===== src/rtl/mem_stage_pkg.sv =====
// Shared types and address decode for the MEM pipeline stage.
// Optional perf counters: define MEM_STAGE_PERF_CNT_EN.
package mem_stage_pkg;

    localparam int MS_DATA_W = 24;
    localparam int MS_DEST_W = 4;

    typedef enum logic [1:0] {
        REG_IMG,
        REG_SIN,
        REG_RAM,
        REG_UNMAP
    } region_e;

    typedef struct packed {
        logic                 wb_en;
        logic                 rd_en;
        logic [MS_DEST_W-1:0] dest;
        logic [MS_DATA_W-1:0] alu_result;
        logic [MS_DATA_W-1:0] mem_data;
        logic                 err;
    } mem_entry_t;

    function automatic region_e region_decode(
        input logic [31:0] addr,
        input int unsigned img_size,
        input int unsigned sin_size,
        input int unsigned ram_size
    );
        region_e r;
        if (addr < img_size)
            r = REG_IMG;
        else if (addr < img_size + sin_size)
            r = REG_SIN;
        else if (addr < img_size + sin_size + ram_size)
            r = REG_RAM;
        else
            r = REG_UNMAP;
        return r;
    endfunction

    function automatic logic [31:0] region_base(
        input region_e     r,
        input int unsigned img_size,
        input int unsigned sin_size
    );
        logic [31:0] b;
        unique case (r)
            REG_SIN: b = img_size;
            REG_RAM: b = img_size + sin_size;
            default: b = '0;
        endcase
        return b;
    endfunction

endpackage


===== src/rtl/mem_stage_skid_fifo.sv =====
// Output skid FIFO of mem_entry_t for the MEM stage.
// Caller guarantees no push when full and no pop when empty.
module mem_stage_skid_fifo
    import mem_stage_pkg::*;
#(
    parameter int DEPTH = 2,
    localparam int CW = $clog2(DEPTH + 1),
    localparam int PW = (DEPTH > 1) ? $clog2(DEPTH) : 1
) (
    input  logic          clk,
    input  logic          rst,
    input  logic          push,
    input  mem_entry_t    push_data,
    input  logic          pop,
    output mem_entry_t    head,
    output logic [CW-1:0] count
);

    mem_entry_t    mem [DEPTH];
    logic [PW-1:0] wr_ptr;
    logic [PW-1:0] rd_ptr;

    function automatic logic [PW-1:0] inc(input logic [PW-1:0] p);
        logic [PW-1:0] n;
        if (p == PW'(DEPTH - 1))
            n = '0;
        else
            n = p + PW'(1);
        return n;
    endfunction

    always_ff @(posedge clk or negedge rst) begin
        if (!rst) begin
            wr_ptr <= '0;
            rd_ptr <= '0;
            count  <= '0;
        end else begin
            if (push)
                wr_ptr <= inc(wr_ptr);
            if (pop)
                rd_ptr <= inc(rd_ptr);
            unique case ({push, pop})
                2'b10:   count <= count + CW'(1);
                2'b01:   count <= count - CW'(1);
                default: count <= count;
            endcase
        end
    end

    always_ff @(posedge clk) begin
        if (push)
            mem[wr_ptr] <= push_data;
    end

    assign head = mem[rd_ptr];

endmodule


===== src/rtl/mem_stage_pipe.sv =====
// MEM stage: region decode, sync-memory drive, skid FIFO, display port B.
// Optional perf counters: define MEM_STAGE_PERF_CNT_EN.
module mem_stage_pipe
    import mem_stage_pkg::*;
#(
    parameter int DATA_W     = MS_DATA_W,
    parameter int DEST_W     = MS_DEST_W,
    parameter int LOC_W      = 17,
    parameter int IMG_SIZE   = 90000,
    parameter int SIN_SIZE   = 300,
    parameter int RAM_SIZE   = 65536,
    parameter int SKID_DEPTH = 2
) (
    input  logic              clk,
    input  logic              rst,
    input  logic              in_valid,
    output logic              in_ready,
    input  logic              in_wb_en,
    input  logic              in_rd_en,
    input  logic              in_wr_en,
    input  logic [DEST_W-1:0] in_dest,
    input  logic [DATA_W-1:0] in_alu_result,
    input  logic [DATA_W-1:0] in_wdata,
    output logic              out_valid,
    input  logic              out_ready,
    output logic              out_wb_en,
    output logic              out_rd_en,
    output logic [DEST_W-1:0] out_dest,
    output logic [DATA_W-1:0] out_alu_result,
    output logic [DATA_W-1:0] out_mem_data,
    output logic              out_err,
    output logic [LOC_W-1:0]  img_addr_a,
    output logic [LOC_W-1:0]  sin_addr,
    output logic [LOC_W-1:0]  ram_addr_a,
    output logic              img_rden_a,
    output logic              sin_rden,
    output logic              ram_rden_a,
    output logic              ram_wren_a,
    output logic [DATA_W-1:0] ram_wdata_a,
    input  logic [DATA_W-1:0] img_q_a,
    input  logic [DATA_W-1:0] sin_q,
    input  logic [DATA_W-1:0] ram_q_a,
    input  logic [LOC_W:0]    b_addr,
    output logic [DATA_W-1:0] b_data,
    output logic [LOC_W-1:0]  img_addr_b,
    output logic [LOC_W-1:0]  ram_addr_b,
    input  logic [DATA_W-1:0] img_q_b,
    input  logic [DATA_W-1:0] ram_q_b
`ifdef MEM_STAGE_PERF_CNT_EN
    ,
    output logic [31:0]       perf_loads,
    output logic [31:0]       perf_stores,
    output logic [31:0]       perf_stall
`endif
);

    localparam int CW = $clog2(SKID_DEPTH + 1);

    logic          acc;
    region_e       a_reg;
    logic [31:0]   a_abs;
    logic [LOC_W-1:0] a_loc;
    logic          a_err;

    logic          s1_valid;
    region_e       s1_region;
    mem_entry_t    s1_ent;
    mem_entry_t    push_ent;
    logic [DATA_W-1:0] q_mux;

    mem_entry_t    head;
    logic [CW-1:0] fcount;
    logic [CW:0]   occ;
    logic          pop;

    region_e       b_reg;
    region_e       b_reg_q;
    logic [31:0]   b_abs;
    logic [LOC_W-1:0] b_loc;

    assign a_abs = 32'(in_alu_result);
    assign a_reg = region_decode(a_abs, IMG_SIZE, SIN_SIZE, RAM_SIZE);
    assign a_loc = LOC_W'(a_abs - region_base(a_reg, IMG_SIZE, SIN_SIZE));
    assign a_err = (in_wr_en && a_reg != REG_RAM)
                || (in_rd_en && a_reg == REG_UNMAP);

    // Count is registered so out_ready never reaches in_ready combinationally.
    assign occ      = {1'b0, fcount} + (CW+1)'(s1_valid);
    assign in_ready = rst && (occ < (CW+1)'(SKID_DEPTH));
    assign acc      = in_valid && in_ready;

    always_comb begin
        img_addr_a  = '0;
        sin_addr    = '0;
        ram_addr_a  = '0;
        img_rden_a  = 1'b0;
        sin_rden    = 1'b0;
        ram_rden_a  = 1'b0;
        ram_wren_a  = 1'b0;
        ram_wdata_a = '0;
        unique case (a_reg)
            REG_IMG: begin
                img_addr_a = a_loc;
                img_rden_a = acc && in_rd_en;
            end
            REG_SIN: begin
                sin_addr = a_loc;
                sin_rden = acc && in_rd_en;
            end
            REG_RAM: begin
                ram_addr_a  = a_loc;
                ram_rden_a  = acc && in_rd_en;
                ram_wren_a  = acc && in_wr_en;
                ram_wdata_a = in_wdata;
            end
            REG_UNMAP: begin
            end
        endcase
    end

    always_ff @(posedge clk or negedge rst) begin
        if (!rst) begin
            s1_valid  <= 1'b0;
            s1_region <= REG_UNMAP;
            s1_ent    <= '0;
        end else begin
            s1_valid <= acc;
            if (acc) begin
                s1_region         <= a_reg;
                s1_ent.wb_en      <= in_wb_en;
                s1_ent.rd_en      <= in_rd_en;
                s1_ent.dest       <= MS_DEST_W'(in_dest);
                s1_ent.alu_result <= MS_DATA_W'(in_alu_result);
                s1_ent.mem_data   <= '0;
                s1_ent.err        <= a_err;
            end
        end
    end

    always_comb begin
        q_mux = '0;
        unique case (s1_region)
            REG_IMG:   q_mux = img_q_a;
            REG_SIN:   q_mux = sin_q;
            REG_RAM:   q_mux = ram_q_a;
            REG_UNMAP: q_mux = '0;
        endcase
    end

    always_comb begin
        push_ent          = s1_ent;
        push_ent.mem_data = s1_ent.rd_en ? MS_DATA_W'(q_mux) : '0;
    end

    assign pop = out_valid && out_ready;

    mem_stage_skid_fifo #(
        .DEPTH(SKID_DEPTH)
    ) u_fifo (
        .clk      (clk),
        .rst      (rst),
        .push     (s1_valid),
        .push_data(push_ent),
        .pop      (pop),
        .head     (head),
        .count    (fcount)
    );

    assign out_valid      = (fcount != '0);
    assign out_wb_en      = out_valid && head.wb_en;
    assign out_rd_en      = out_valid && head.rd_en;
    assign out_err        = out_valid && head.err;
    assign out_dest       = out_valid ? DEST_W'(head.dest) : '0;
    assign out_alu_result = out_valid ? DATA_W'(head.alu_result) : '0;
    assign out_mem_data   = out_valid ? DATA_W'(head.mem_data) : '0;

    assign b_abs = 32'(b_addr);
    assign b_reg = region_decode(b_abs, IMG_SIZE, SIN_SIZE, RAM_SIZE);
    assign b_loc = LOC_W'(b_abs - region_base(b_reg, IMG_SIZE, SIN_SIZE));

    assign img_addr_b = (b_reg == REG_IMG) ? b_loc : '0;
    assign ram_addr_b = (b_reg == REG_RAM) ? b_loc : '0;

    always_ff @(posedge clk or negedge rst) begin
        if (!rst)
            b_reg_q <= REG_UNMAP;
        else
            b_reg_q <= b_reg;
    end

    always_comb begin
        b_data = '0;
        unique case (b_reg_q)
            REG_IMG:   b_data = img_q_b;
            REG_RAM:   b_data = ram_q_b;
            REG_SIN,
            REG_UNMAP: b_data = '0;
        endcase
    end

`ifdef MEM_STAGE_PERF_CNT_EN
    always_ff @(posedge clk or negedge rst) begin
        if (!rst) begin
            perf_loads  <= '0;
            perf_stores <= '0;
            perf_stall  <= '0;
        end else begin
            if (acc && in_rd_en && perf_loads != '1)
                perf_loads <= perf_loads + 32'd1;
            if (acc && in_wr_en && perf_stores != '1)
                perf_stores <= perf_stores + 32'd1;
            if (in_valid && !in_ready && perf_stall != '1)
                perf_stall <= perf_stall + 32'd1;
        end
    end
`endif

endmodule


===== config.mk =====
export PLATFORM = sky130hd
export DESIGN_NAME = mem_stage_pipe
export DESIGN_NICKNAME = d
export VERILOG_FILES = /design/src/rtl/mem_stage_pkg.sv /design/src/rtl/mem_stage_skid_fifo.sv /design/src/rtl/mem_stage_pipe.sv
export SDC_FILE = /design/constraint.sdc
export NUM_CORES = 1
export LEC_CHECK = 0
export BUFFER_PORTS_ARGS = -buffer_cell sky130_fd_sc_hd__clkbuf_2
export CAP_MARGIN = 40
export CORE_MARGIN = 10
export CORE_UTILIZATION = 35
export CTS_CLUSTER_DIAMETER = 120
export DETAILED_ROUTE_END_ITERATION = 10
export PLACE_DENSITY = 0.66
export SYNTH_ARGS = -nofsm -noshare
export SYNTH_HDL_FRONTEND = slang
export SYNTH_HIERARCHICAL = 1
export SYNTH_SLANG_ARGS = --single-unit

===== constraint.sdc =====
create_clock -name clk -period 5.57 [get_ports clk]
set_input_delay 0.8355 -clock clk [delete_from_list [all_inputs] [get_ports clk]]
set_output_delay 0.8355 -clock clk [all_outputs]
set_load 0.01 [all_outputs]

### Word-level counts from Yosys, hierarchy flattened

Memories as Yosys holds them, arrays and structs flattened.
Index checks and enable logic that the tools add are counted.

| word-level totals | value |
|---|---|
| register bits after elaboration | 40 |
| memory bits (writable) | 110 |
| input port bits | 197 |
| output and inout bits | 194 |
| logic and storage cells | 87 |
| memories | 1 |

| operators by class | value |
|---|---|
| add/sub/neg operators | 7 |
| magnitude comparators | 7 |
| equal/unequal tests | 14 |
| multiplexer cells | 29 |
| reductions and logical operators | 18 |

Memory list:

| memory | depth | bits a word | rd ports | clocked after Yosys merged registers in | wr ports | line | source |
|---|---|---|---|---|---|---|---|
| u_fifo.mem | 2 | 55 | 1 | 0 | 1 | mem_stage_skid_fifo.sv:19 | `mem_entry_t mem [DEPTH];` |

Operator list:

| cell | number |
|---|---|
| $mux W24 | 4 |
| $pmux W24 S4 | 1 |
| $mux W17 | 5 |
| $pmux W24 S3 | 1 |
| $pmux W17 S2 | 2 |
| $lt A24 B17 Y1 const B | 2 |
| $lt A18 B17 Y1 const B | 2 |
| $sub A17 B17 Y17 | 2 |
| $lt A24 B18 Y1 const B | 1 |
| $lt A18 B18 Y1 const B | 1 |
| $eq A2 B2 Y1 const B | 8 |
| $eq A2 B1 Y1 const B | 5 |
| $logic_and A1 B1 Y1 | 10 |
| $mux W1 | 10 |
| $logic_not A2 Y1 | 4 |
| $mux W2 | 4 |
| $mux W4 | 1 |
| $pmux W2 S2 | 1 |
| $reduce_bool A2 Y1 | 2 |
| $add A2 B1 Y3 | 1 |
| $lt A3 B2 Y1 const B | 1 |
| $add A1 B1 Y1 const B | 2 |
| $add A2 B1 Y2 const B | 1 |
| $ne A2 B2 Y1 const B | 1 |
| other kinds (3) | 3 |

### Depth between registers and ports, before layout

Gate-level depths: netlist of run 1.

| logic depth | value |
|---|---|
| depth after elaboration | 8 |
| gate-level depth with buffers | 16 |
| depth with buffers taken out | 15 |

### By module

Netlist of run 1, hierarchy kept.

By module, submodules not included:

| module | times used | cells an instance | area each (µm²) | sequential area each (µm²) |
|---|---|---|---|---|
| mem_stage_pipe | 1 | 672 | 4,997.3 | 905.9 |
| mem_stage_skid_fifo | 1 | 185 | 4,307.9 | 3,403.3 |

### Worst setup path before layout of run 1

Ideal clock, no wire load.

| timing | value |
|---|---|
| path kind | input to output |
| start | input port in_alu_result[15] |
| end | output port sin_addr[15] |
| data arrival time | 4.785 ns |
| data required time | 4.734 ns |
| setup slack | -0.051 ns |
| stages on the path | 16 |
| path buffers | 2 |
| path through | buf_6 -> or4_4 -> a211oi_1 -> nor2_1 -> or3b_2 -> a21oi_1 -> ha_1 -> inv_1 -> clkbuf_1 -> ha_1 -> nor2b_1 -> o31a_1 -> o311a_1 -> o21a_1 -> mux2_2 -> nor3_1 |

| between the ends | value |
|---|---|
| cells in the longest elaborated chain, start to end | 8 |
| elaborated cells on any way between the ends | 11 |
| those cells by class | 1 x add/sub; 3 x order compare; 2 x eq/ne; 5 x mux |

Ends and longest elaborated chain:

| element | line | source |
|---|---|---|
| start, declared | mem_stage_pipe.sv:22 | `input logic [DATA_W-1:0] in_alu_result,` |
| $lt A24 B18 Y1 | mem_stage_pkg.sv:35 | `else if (addr < img_size + sin_size + ram_size)` |
| $mux W1 | mem_stage_pkg.sv:35 |  |
| $mux W2 | mem_stage_pkg.sv:33 | `else if (addr < img_size + sin_size)` |
| $mux W2 | mem_stage_pkg.sv:31 | `if (addr < img_size)` |
| $eq A2 B2 Y1 / $eq A2 B1 Y1 (equally long branches) | mem_stage_pkg.sv:48, mem_stage_pipe.sv:101 |  |
| $pmux W17 S2 | mem_stage_pkg.sv:48 | `unique case (r)` |
| $sub A17 B17 Y17 | mem_stage_pipe.sv:83 | `assign a_loc = LOC_W'(a_abs - region_base(a_reg, IMG_SIZE, SIN_SIZE));` |
| $mux W17 * | mem_stage_pipe.sv:101 | `unique case (a_reg)` |
| end, declared | mem_stage_pipe.sv:33 | `output logic [LOC_W-1:0] sin_addr,` |

Mark *: on every way between the ends. The rest lies on a longest branch, timed or not.

### Worst setup path in the final report of run 1

| timing | value |
|---|---|
| start | input port in_alu_result[15] |
| end | output port ram_addr_a[15] |

| between the ends | value |
|---|---|
| cells in the longest elaborated chain, start to end | 8 |
| elaborated cells on any way between the ends | 11 |
| those cells by class | 1 x add/sub; 3 x order compare; 2 x eq/ne; 5 x mux |

Ends and longest elaborated chain:

| element | line | source |
|---|---|---|
| $lt A24 B18 Y1 | mem_stage_pkg.sv:35 |  |
| $mux W1 | mem_stage_pkg.sv:35 |  |
| $mux W2 | mem_stage_pkg.sv:33 |  |
| $mux W2 | mem_stage_pkg.sv:31 |  |
| $eq A2 B2 Y1 / $eq A2 B1 Y1 (equally long branches) | mem_stage_pkg.sv:48, mem_stage_pipe.sv:101 |  |
| $pmux W17 S2 | mem_stage_pkg.sv:48 |  |
| $sub A17 B17 Y17 | mem_stage_pipe.sv:83 |  |
| $mux W17 * | mem_stage_pipe.sv:101 |  |
| end, declared | mem_stage_pipe.sv:34 | `output logic [LOC_W-1:0] ram_addr_a,` |

Marked as above.

==> results.txt, run 1 <==
----------------------------------------------------
[Setup path]
  Peak per-stage delay on the critical path ... 0.57 ns
  CP cell instances ... clkbuf_2, or4_4, a211oi_2, nor2_2, or3b_2, a21oi_2, ha_2, inv_2, ha_1, nor2b_1, o31a_1, o311a_4, o21a_1, mux2_2, nor3_1, buf_2
  Worst path bufs/invs ... 3
  Worst path slowest cell ... sky130_fd_sc_hd__or4_4
  Worst endpoint required time ... 4.73 ns
  Crit path arrival time ... 4.63 ns
  Kind of start point of the critical path ... input port
  Top Family by Delay on Critical Path ... simple AND/OR/NAND/NOR gates
  Critical path type ... in -> out
  Max FO, Critical Path ... 4
  Endpoint type of the worst setup path ... primary output

[Drt]
  DR DRC count ... 0
  Number of vias after detailed routing ... 7,708
  Post-DRT Antenna Nets ... 0
  Total routed wirelength ... 29.49 mm
  Routed wire length per instance ... 18.36 um
  First drt pass iteration count ... 4
  Via count normalized by instance count ... 4.800
  Iteration-0 DRC Markers ... 421

[Synth]
  FFs w/ async S/R, synth ... 26.67%
  Main flop type after synthesis ... sky130_fd_sc_hd__edfxtp_1
  Fraction of the yosys area taken by sequential cells ... 46.31%
  Post-Syn Area per Cell ... 10.86 sq um
  Number of flops mapped to enable cells by yosys ... 110
  Leading cell types by total area after synthesis ... sky130_fd_sc_hd__edfxtp_1 35%, sky130_fd_sc_hd__dfrtp_1 9.7%, sky130_fd_sc_hd__mux2_4 6.5%
  Area of the mapped netlist ... 9305 sq um
  Share of the synthesized area in the top cell type ... 35.50%
  Count of different cell masters after synthesis ... 59
  Seq cells post-synth ... 150
  Number of synthesis warnings ... 6
  Largest area contributor in the netlist ... sky130_fd_sc_hd__edfxtp_1
  Synthesized instance count ... 857
  Number of nets in the synthesized netlist ... 1,087

[Floorplanning]
  Area of the die ... 33,510 sq um
  Horizontal extent of the die ... 183.1 um
  Top-level I/O count ... 391
  Floorplan core area ... 26,130 sq um
  Std cell rows ... 59
  Initial Utilization ... 35.61%
  Chip height ... 183.1 um

[STA]
  Fin crit share ... 98.12%
  Fmax ... 0.1830 GHz
  Number of max-slew violations in the final report ... 0
  Endpoints failing hold ... 0
  Final setup violating endpoints ... 0
  Clock tree skew after final layout ... 0.007701 ns
  Max_slew headroom ... 45.53%
  Slew @ Worst Pin ... 0.8161 ns
  Period minus WS final ... 5.465 ns

[Placement]
  Quantity of I/O buffers inserted on ports ... 390
  Final RePlAce weighted congestion ... 0.9243
  Number of cells in the design after placement ... 1,572
  Hpwl dp ... 23.69 mm
  Placed Instance Area ... 11,760 sq um

[Global route]
  Antenna violations before repair ... 1
  Combined global-route utilization of all metal layers ... 16.92%
  Via count of the first global-routing pass ... 8,087
  GR met3 Demand/Resource ... 5.020%
  Residual overflow from global routing ... 0
  Met2 track demand over resource ... 29.38%
  Most used routing layer in global routing ... met2
  Global-route wire length before repair ... 44.81 mm
  Maximum number of pins on one net before global-route repair ... 41
  Met1 demand-to-capacity share in global routing ... 19.81%

[CTS]
  Number of buffers on the longest clock path ... 2
  Worst-skew pair later-pin latency ... 0.42 ns
  TritonCTS clock tree ... done
  Clock H-tree levels ... 4
  Clock tree root buffer cell ... sky130_fd_sc_hd__clkbuf_16
  CTS sink count ... 150
  Number of buffers inserted during clock tree synthesis ... 17
  Clock transition at the registers of the reported paths ... 0.06 ns

[Layout]
  Final-stage net count ... 1,488
  N_diodes ... 0
  Number of cells in the finished layout apart from fillers ... 1,606
  Synth-to-Final Area Change ... 33.97%
  Share of cells above drive strength 1 ... 46.42%
  Non-Filler Cell Area, Final ... 12,470 sq um

[Power and ir drop]
  Portion of total power attributed to sequential cells ... 37.9%
  P_int ... 2.977 mW
  Total Power ... 4.469 mW
  Fraction of power consumed by combinational cells ... 36.7%
  Fraction of power spent switching nets ... 33.37%
  Share of total power in the clock network ... 25.4%
  Switching power ... 1.491 mW
  Power density over the cells ... 358.5 nW/um^2
  Static Leak ... 5.903 nW
  Maximum ir drop on the vdd rail ... 248.1 uV

[Run]
  MaxCap Viol Count ... 0

[Min path]
  Class of the most critical hold timing path ... reg -> reg

[Outcome]
  Run status ... complete, no violations

----------------------------------------------------
==> final cells by class <==
class / instances / area [sq um]
Clock buffer: 17 / 425.4
Clock inverter: 15 / 168.9
Fill cell: 2484 / 13670
Inverter: 31 / 116.4
Multi-Input combinational cell: 631 / 4766
Sequential cell: 150 / 4313
Tap cell: 335 / 419.2
Timing Repair Buffer: 427 / 2257
==> path summary, 6_finish.rpt <==
| kind | start | endpoint | slack [ns] | cells past startpoint |
|---|---|---|---|---|
| min in group asynchronous | rst | push_ent[25]$_DFFE_PN0P_ | 0.51 | 2 |
| setup / recovery | in_alu_result[15] | ram_addr_a[15] | 0.10 | 16 |
| max in group asynchronous | rst | u_fifo/rd_ptr$_DFFE_PN0P_ | 4.64 | 2 |
| hold reg to reg | push_ent[51]$_DFFE_PN0P_ | u_fifo/mem[0][51]$_DFFE_PP_ | 0.47 | 0 |
| hold / removal | push_ent[51]$_DFFE_PN0P_ | u_fifo/mem[0][51]$_DFFE_PP_ | 0.47 | 0 |
| setup reg to reg | u_fifo/count[0]$_DFFE_PN0P_ | u_fifo/count[1]$_DFFE_PN0P_ | 3.22 | 6 |
==> cell usage in the layout (no fill, tap or decap), drive strengths merged, types with 3 or more instances in the layout <==
cell,count
clkbuf,405
nor2,131
edfxtp,110
mux2,85
nor2b,69
and2,61
a21oi,51
mux2i,50
buf,39
dfrtp,36
inv,36
ha,31
o21ai,21
nand2,20
nor3,19
xnor2,12
xor2,11
and3,6
a211oi,6
o21a,5
a31oi,5
nand2b,4
nand3,4
dfstp,4
clkinv,4
clkinvlp,4
a41o,3
a21o,3
o211ai,3
==> timing repair <==
action | in CTS | in global routing
endpoints found under the hold margin | 0 | 0
resized for setup | 0 | 25
buffers inserted | 0 | 2
setup endpoints to repair | 0 | 30
hold buffers | 0 | 0
==> cell usage after synthesis (2+ instances only) <==
| cell | n |
|---|---|
| sky130_fd_sc_hd__or3_1 | 2 |
| sky130_fd_sc_hd__nor3_1 | 19 |
| sky130_fd_sc_hd__ha_1 | 31 |
| sky130_fd_sc_hd__a31oi_1 | 5 |
| sky130_fd_sc_hd__nor2_4 | 6 |
| sky130_fd_sc_hd__o31a_1 | 2 |
| sky130_fd_sc_hd__o31ai_1 | 2 |
| sky130_fd_sc_hd__fa_1 | 2 |
| sky130_fd_sc_hd__nor2b_1 | 69 |
| sky130_fd_sc_hd__and2_1 | 61 |
| sky130_fd_sc_hd__dfstp_2 | 4 |
| sky130_fd_sc_hd__nand2b_1 | 4 |
| sky130_fd_sc_hd__buf_6 | 7 |
| sky130_fd_sc_hd__inv_1 | 31 |
| sky130_fd_sc_hd__and3_1 | 6 |
| sky130_fd_sc_hd__o21a_1 | 5 |
| sky130_fd_sc_hd__xor2_1 | 11 |
| sky130_fd_sc_hd__nand2_1 | 20 |
| sky130_fd_sc_hd__a41o_1 | 3 |
| sky130_fd_sc_hd__buf_1 | 2 |
| sky130_fd_sc_hd__o21ai_0 | 20 |
| sky130_fd_sc_hd__a211oi_1 | 6 |
| sky130_fd_sc_hd__xnor2_1 | 12 |
| sky130_fd_sc_hd__clkbuf_1 | 34 |
| sky130_fd_sc_hd__mux2i_1 | 50 |
| sky130_fd_sc_hd__nor2_2 | 3 |
| sky130_fd_sc_hd__dfrtp_1 | 36 |
| sky130_fd_sc_hd__mux2_2 | 45 |
| sky130_fd_sc_hd__edfxtp_1 | 110 |
| sky130_fd_sc_hd__o211ai_1 | 3 |
| sky130_fd_sc_hd__a21oi_1 | 51 |
| sky130_fd_sc_hd__nand3_1 | 4 |
| sky130_fd_sc_hd__o21bai_1 | 2 |
| sky130_fd_sc_hd__nor2_1 | 122 |
| sky130_fd_sc_hd__a21o_1 | 3 |
| sky130_fd_sc_hd__or2_2 | 2 |
| sky130_fd_sc_hd__mux2_4 | 40 |
==> sequential cells by signal, indices dropped and copies added, names as in the netlist <==
register / count
b_reg_q: 2
push_ent: 31
u_fifo/rd_ptr: 1
u_fifo/mem: 110
u_fifo/count: 2
s1_region: 2
s1_valid: 1
u_fifo/wr_ptr: 1
==> power by group through the flow <==
stage / Clock [mW] / Sequential [mW] / Combinational [mW]
floorplan: 0 / 1.61 / 1.12
global placement: 0 / 1.76 / 1.57
detailed placement: 0 / 1.72 / 1.67
CTS: 1.16 / 1.70 / 1.67
global route: 1.21 / 1.73 / 1.79
finish: 1.14 / 1.69 / 1.64
==> kinds of logic (layout without fill, tap and decap cells) <==
kind of cell | count (synthesis) | count (layout) | share of synthesized area (%)
simple gates | 329 | 329 | 18.60
flops | 150 | 150 | 46.31
mux | 135 | 135 | 17.28
compound gates | 111 | 111 | 7.234
buf+inv | 76 | 490 | 3.819
fa+ha+maj | 33 | 33 | 4.599
xor+xnor | 23 | 23 | 2.165
==> through the flow <==
step | setup TNS (ns) | setup WS [ns] | utilization, % | hold slack (ns)
floorplan | -0.09520 | -0.04760 | - | 0.4382
global placement | 0 | 0.07137 | 44.82 | 0.4420
detailed placement | 0 | 0.03666 | 44.99 | 0.4517
CTS | 0 | 0.01787 | 47.26 | 0.4651
global route | -0.2501 | -0.04489 | 47.70 | 0.4806
finish | 0 | 0.1049 | 47.70 | 0.4671
==> routing by layer <==
layer | up-vias | wire, um
met5 | - | 13
met4 | 2 | 462
met3 | 27 | 1965
met2 | 229 | 14900
met1 | 3637 | 12150
li1 | 3813 | -
(Power assumes the default switching activity.)
==> run 2, diff against run 1 <==
--- a/config.mk
+++ b/config.mk
@@ -16,3 +16,2 @@
 export SYNTH_HDL_FRONTEND = slang
-export SYNTH_HIERARCHICAL = 1
 export SYNTH_SLANG_ARGS = --single-unit
--- a/constraint.sdc
+++ b/constraint.sdc
@@ -3,2 +3,2 @@
 set_output_delay 0.8355 -clock clk [all_outputs]
-set_load 0.01 [all_outputs]
+set_load 0.02 [all_outputs]
==> run 2 against run 1 <==
Against the previous run: wire length up 9.6%; first-iteration DRC count rose by 8.8%; core utilization grew 0.20 points; combinational power grew 4%; sequential power about the same; final area fell by 2.7%; worst setup slack improved by 0.012 ns; register-to-register slack lost 0.15 ns; sequential cell count did not move; area after synthesis is 2.5% lower; synthesized cell count rose by 1.8%; worst hold slack worse by 0.00064 ns.
==> results.txt, run 2 <==
----------------------------------------------------
[Layout]
  Synth-to-Final Area Change ... 33.74%
  Non-Filler Cell Area, Final ... 12,130 sq um
  Final-stage net count ... 1,492
  N_diodes ... 0
  Filler instances ... 2,440
  Max FFs per register ... 110
  Most common cell after layout, fill and taps aside ... sky130_fd_sc_hd__clkbuf_2
  Top library cells by usage in the layout, fill and taps aside ... 390 x sky130_fd_sc_hd__clkbuf_2, 153 x sky130_fd_sc_hd__nor2_1, 110 x sky130_fd_sc_hd__mux2i_1, 110 x sky130_fd_sc_hd__edfxtp_1, 71 x sky130_fd_sc_hd__and2_1
  Largest Register ... u_fifo.mem
  Share of cells above drive strength 1 ... 40.00%

[STA]
  Fin crit share ... 97.89%
  Fmax ... 0.1834 GHz
  Setup repair after global routing missed its margin ... false
  TNS Setup ... 0 ns
  Endpoints failing hold ... 0
  Number of max-slew violations in the final report ... 0
  Clock tree skew after final layout ... 0.01287 ns
  Slew @ Worst Pin ... 0.8293 ns
  Final setup violating endpoints ... 0
  Max_slew headroom ... 44.65%
  Period minus WS final ... 5.453 ns

[Setup path]
  Worst reg-to-reg setup slack ... 3.07 ns
  Peak per-stage delay on the critical path ... 0.53 ns
  Crit path launch ... b_addr[12]
  Endpoint type of the worst setup path ... primary output
  Crit Reg-Reg Startpoint ... u_fifo.count[0]$_DFFE_PN0P_
  CP cell instances ... clkbuf_2, or4_1, a211o_1, nand2_1, mux2_2, and2_1, ha_1, inv_1, ha_1, a21oi_1, o211ai_1, nand4_1, nand3_1, nor3b_1, clkbuf_2
  Worst endpoint required time ... 4.73 ns
  Crit path arrival time ... 4.62 ns
  Max FO, Critical Path ... 5
  Kind of start point of the critical path ... input port
  Critical path type ... in -> out
  Endpoint of the most critical register-to-register path ... u_fifo.count[1]$_DFFE_PN0P_
  R2R depth ... 7
  Worst path slowest cell ... sky130_fd_sc_hd__or4_1
  Capturing element of the worst setup path ... ram_addr_b[16]

[CTS]
  TritonCTS clock tree ... done
  Clock H-tree levels ... 4
  Number of hold buffers added after cts ... 0
  CTS sink count ... 150
  Clock tree root buffer cell ... sky130_fd_sc_hd__clkbuf_16
  Clock transition at the registers of the reported paths ... 0.06 ns
  Worst-skew pair later-pin latency ... 0.43 ns
  Buffers inserted during post-CTS setup optimization ... 0
  Number of buffers on the longest clock path ... 2
  Number of buffers inserted during clock tree synthesis ... 17
  Post_cts resized ... 0

[Power and ir drop]
  Share of total power in the clock network ... 24.7%
  Fraction of power spent switching nets ... 38.57%
  Maximum ir drop on the vdd rail ... 300.5 uV
  Portion of total power attributed to sequential cells ... 37.4%
  P_int ... 2.778 mW
  Static Leak ... 5.817 nW
  Switching power ... 1.744 mW
  Fraction of power consumed by combinational cells ... 37.9%
  Power density over the cells ... 372.8 nW/um^2

[Floorplanning]
  Area of the die ... 32,760 sq um
  Initial Utilization ... 35.82%
  Horizontal extent of the die ... 181.0 um
  Floorplan core area ... 25,330 sq um
  Top-level I/O count ... 391
  Std cell rows ... 58
  Chip height ... 181.0 um

[Global route]
  Antenna violations before repair ... 2
  Residual overflow from global routing ... 0
  Global-route wire length before repair ... 48.62 mm
  Maximum number of pins on one net before global-route repair ... 41
  Via count of the first global-routing pass ... 8,460
  Combined global-route utilization of all metal layers ... 18.78%

[Synth]
  FFs w/ async S/R, synth ... 26.67%
  Largest area contributor in the netlist ... sky130_fd_sc_hd__edfxtp_1
  Area of the mapped netlist ... 9071 sq um
  Count of different cell masters after synthesis ... 61
  Fraction of the yosys area taken by sequential cells ... 47.50%
  Leading cell types by total area after synthesis ... sky130_fd_sc_hd__edfxtp_1 36%, sky130_fd_sc_hd__mux2i_1 12%, sky130_fd_sc_hd__dfrtp_1 9.9%
  Most frequent cell after synthesis ... sky130_fd_sc_hd__nor2_1
  Main flop type after synthesis ... sky130_fd_sc_hd__edfxtp_1
  Seq cells post-synth ... 150
  Number of synthesis warnings ... 0
  Synthesized instance count ... 872
  Post-Syn Area per Cell ... 10.40 sq um
  Number of nets in the synthesized netlist ... 1,102
  Share of the synthesized area in the top cell type ... 36.41%
  Number of flops mapped to enable cells by yosys ... 110
  Most instantiated cells after synthesis ... 155 x sky130_fd_sc_hd__nor2_1, 110 x sky130_fd_sc_hd__edfxtp_1, 110 x sky130_fd_sc_hd__mux2i_1

[Drt]
  Routed wire length per instance ... 20.13 um
  Met2 wire len ... 16.94 mm
  Met1 routed wirelength after detailed routing ... 12.24 mm
  Iteration-0 DRC Markers ... 458
  Post-DRT Antenna Nets ... 0
  DR DRC count ... 0
  Met3 wire length ... 2.433 mm
  Total routed wirelength ... 32.32 mm
  Uppermost layer routed ... met5
  Via count normalized by instance count ... 5.060
  Number of vias after detailed routing ... 8,121
  First drt pass iteration count ... 5

[Min path]
  Class of the most critical hold timing path ... reg -> reg

[Run]
  MaxCap Viol Count ... 0

[Placement]
  Final RePlAce weighted congestion ... 0.9360
  Quantity of I/O buffers inserted on ports ... 390
  Hpwl dp ... 25.93 mm
  Placed Instance Area ... 11,480 sq um

[Outcome]
  Run status ... complete, no violations

----------------------------------------------------
[run 2: metrics by stage]
step / util, % / worst slack [ns] / total power, mW / instances / hold slack [ns]
detailed placement: 45.32 / 0.05418 / 3.447 / 1573 / 0.4517
global route: 47.90 / 0.001786 / 4.784 / 1605 / 0.4800
floorplan: - / 0.2034 / 2.777 / 872 / 0.4382
global placement: 45.32 / 0.1679 / 3.412 / 1573 / 0.4450
finish: 47.90 / 0.1173 / 4.523 / 1605 / 0.4665
CTS: 47.60 / 0.04301 / 4.575 / 1605 / 0.4664
[run 2: cell families after synthesis]
kind of cell             share of synthesized area [%]
AO/OA/AOI/OAI                                    8.497
multiplexers                                     16.11
adder cells (fa/ha/maj)                          4.717
flip-flops                                       47.50
XOR/XNOR                                         1.448
buffers and inverters                            2.828
AND/OR/NAND/NOR                                  18.90
[run 2: cell type report]
| type | instances | area, sq um | share of cell area, % |
|---|---|---|---|
| tap | 330 | 412.9 | 3.403 |
| inverter | 22 | 82.58 | 0.6807 |
| clock inverter | 14 | 147.6 | 1.217 |
| clock buffer | 18 | 429.2 | 3.538 |
| sequential | 150 | 4313 | 35.55 |
| multi-input combinational | 655 | 4599 | 37.91 |
| timing repair buffer | 416 | 2147 | 17.70 |
[run 2: power by group through the flow]
| stage | Sequential [mW] | Clock, mW | Combinational (mW) |
|---|---|---|---|
| 3_5_place_dp | 1.72 | 0 | 1.73 |
| 2_1_floorplan | 1.61 | 0 | 1.16 |
| 6_report | 1.69 | 1.12 | 1.71 |
| 3_3_place_gp | 1.70 | 0 | 1.72 |
| 5_1_grt | 1.73 | 1.19 | 1.86 |
| 4_1_cts | 1.69 | 1.14 | 1.74 |
[run 2: per-layer routing]
layer | track usage [%] | vias to the layer above
met1 | 20.12 | 3834
met4 | 5.532 | 4
li1 | - | 3885
met5 | 0 | -
met2 | 34.71 | 357
met3 | 5.614 | 41
[run 2: worst min path at each step]
stage / to / slack [ns] / cells after the start / startpoint
after global routing: u_fifo.mem[1][28]$_DFFE_PP_ / 0.48 / 0 / push_ent[28]$_DFFE_PN0P_
after global placement: u_fifo.mem[0][53]$_DFFE_PP_ / 0.45 / 0 / push_ent[53]$_DFFE_PN0P_
after detailed placement: u_fifo.mem[1][35]$_DFFE_PP_ / 0.45 / 0 / push_ent[35]$_DFFE_PN0P_
after floorplan: u_fifo.mem[0][25]$_DFFE_PP_ / 0.44 / 0 / push_ent[25]$_DFFE_PN0P_
final: u_fifo.mem[0][35]$_DFFE_PP_ / 0.47 / 0 / push_ent[35]$_DFFE_PN0P_
after CTS: u_fifo.mem[0][35]$_DFFE_PP_ / 0.47 / 0 / push_ent[35]$_DFFE_PN0P_
[run 2: critical path, delay by kind of cell]
| kind | cells | cell delay (ns) |
|---|---|---|
| adders and majority gates | 2 | 0.69 |
| AOI/OAI and AO/OA | 3 | 0.88 |
| muxes | 1 | 0.35 |
| and+or+nand+nor | 6 | 1.42 |
| buffers and inverters | 3 | 0.44 |
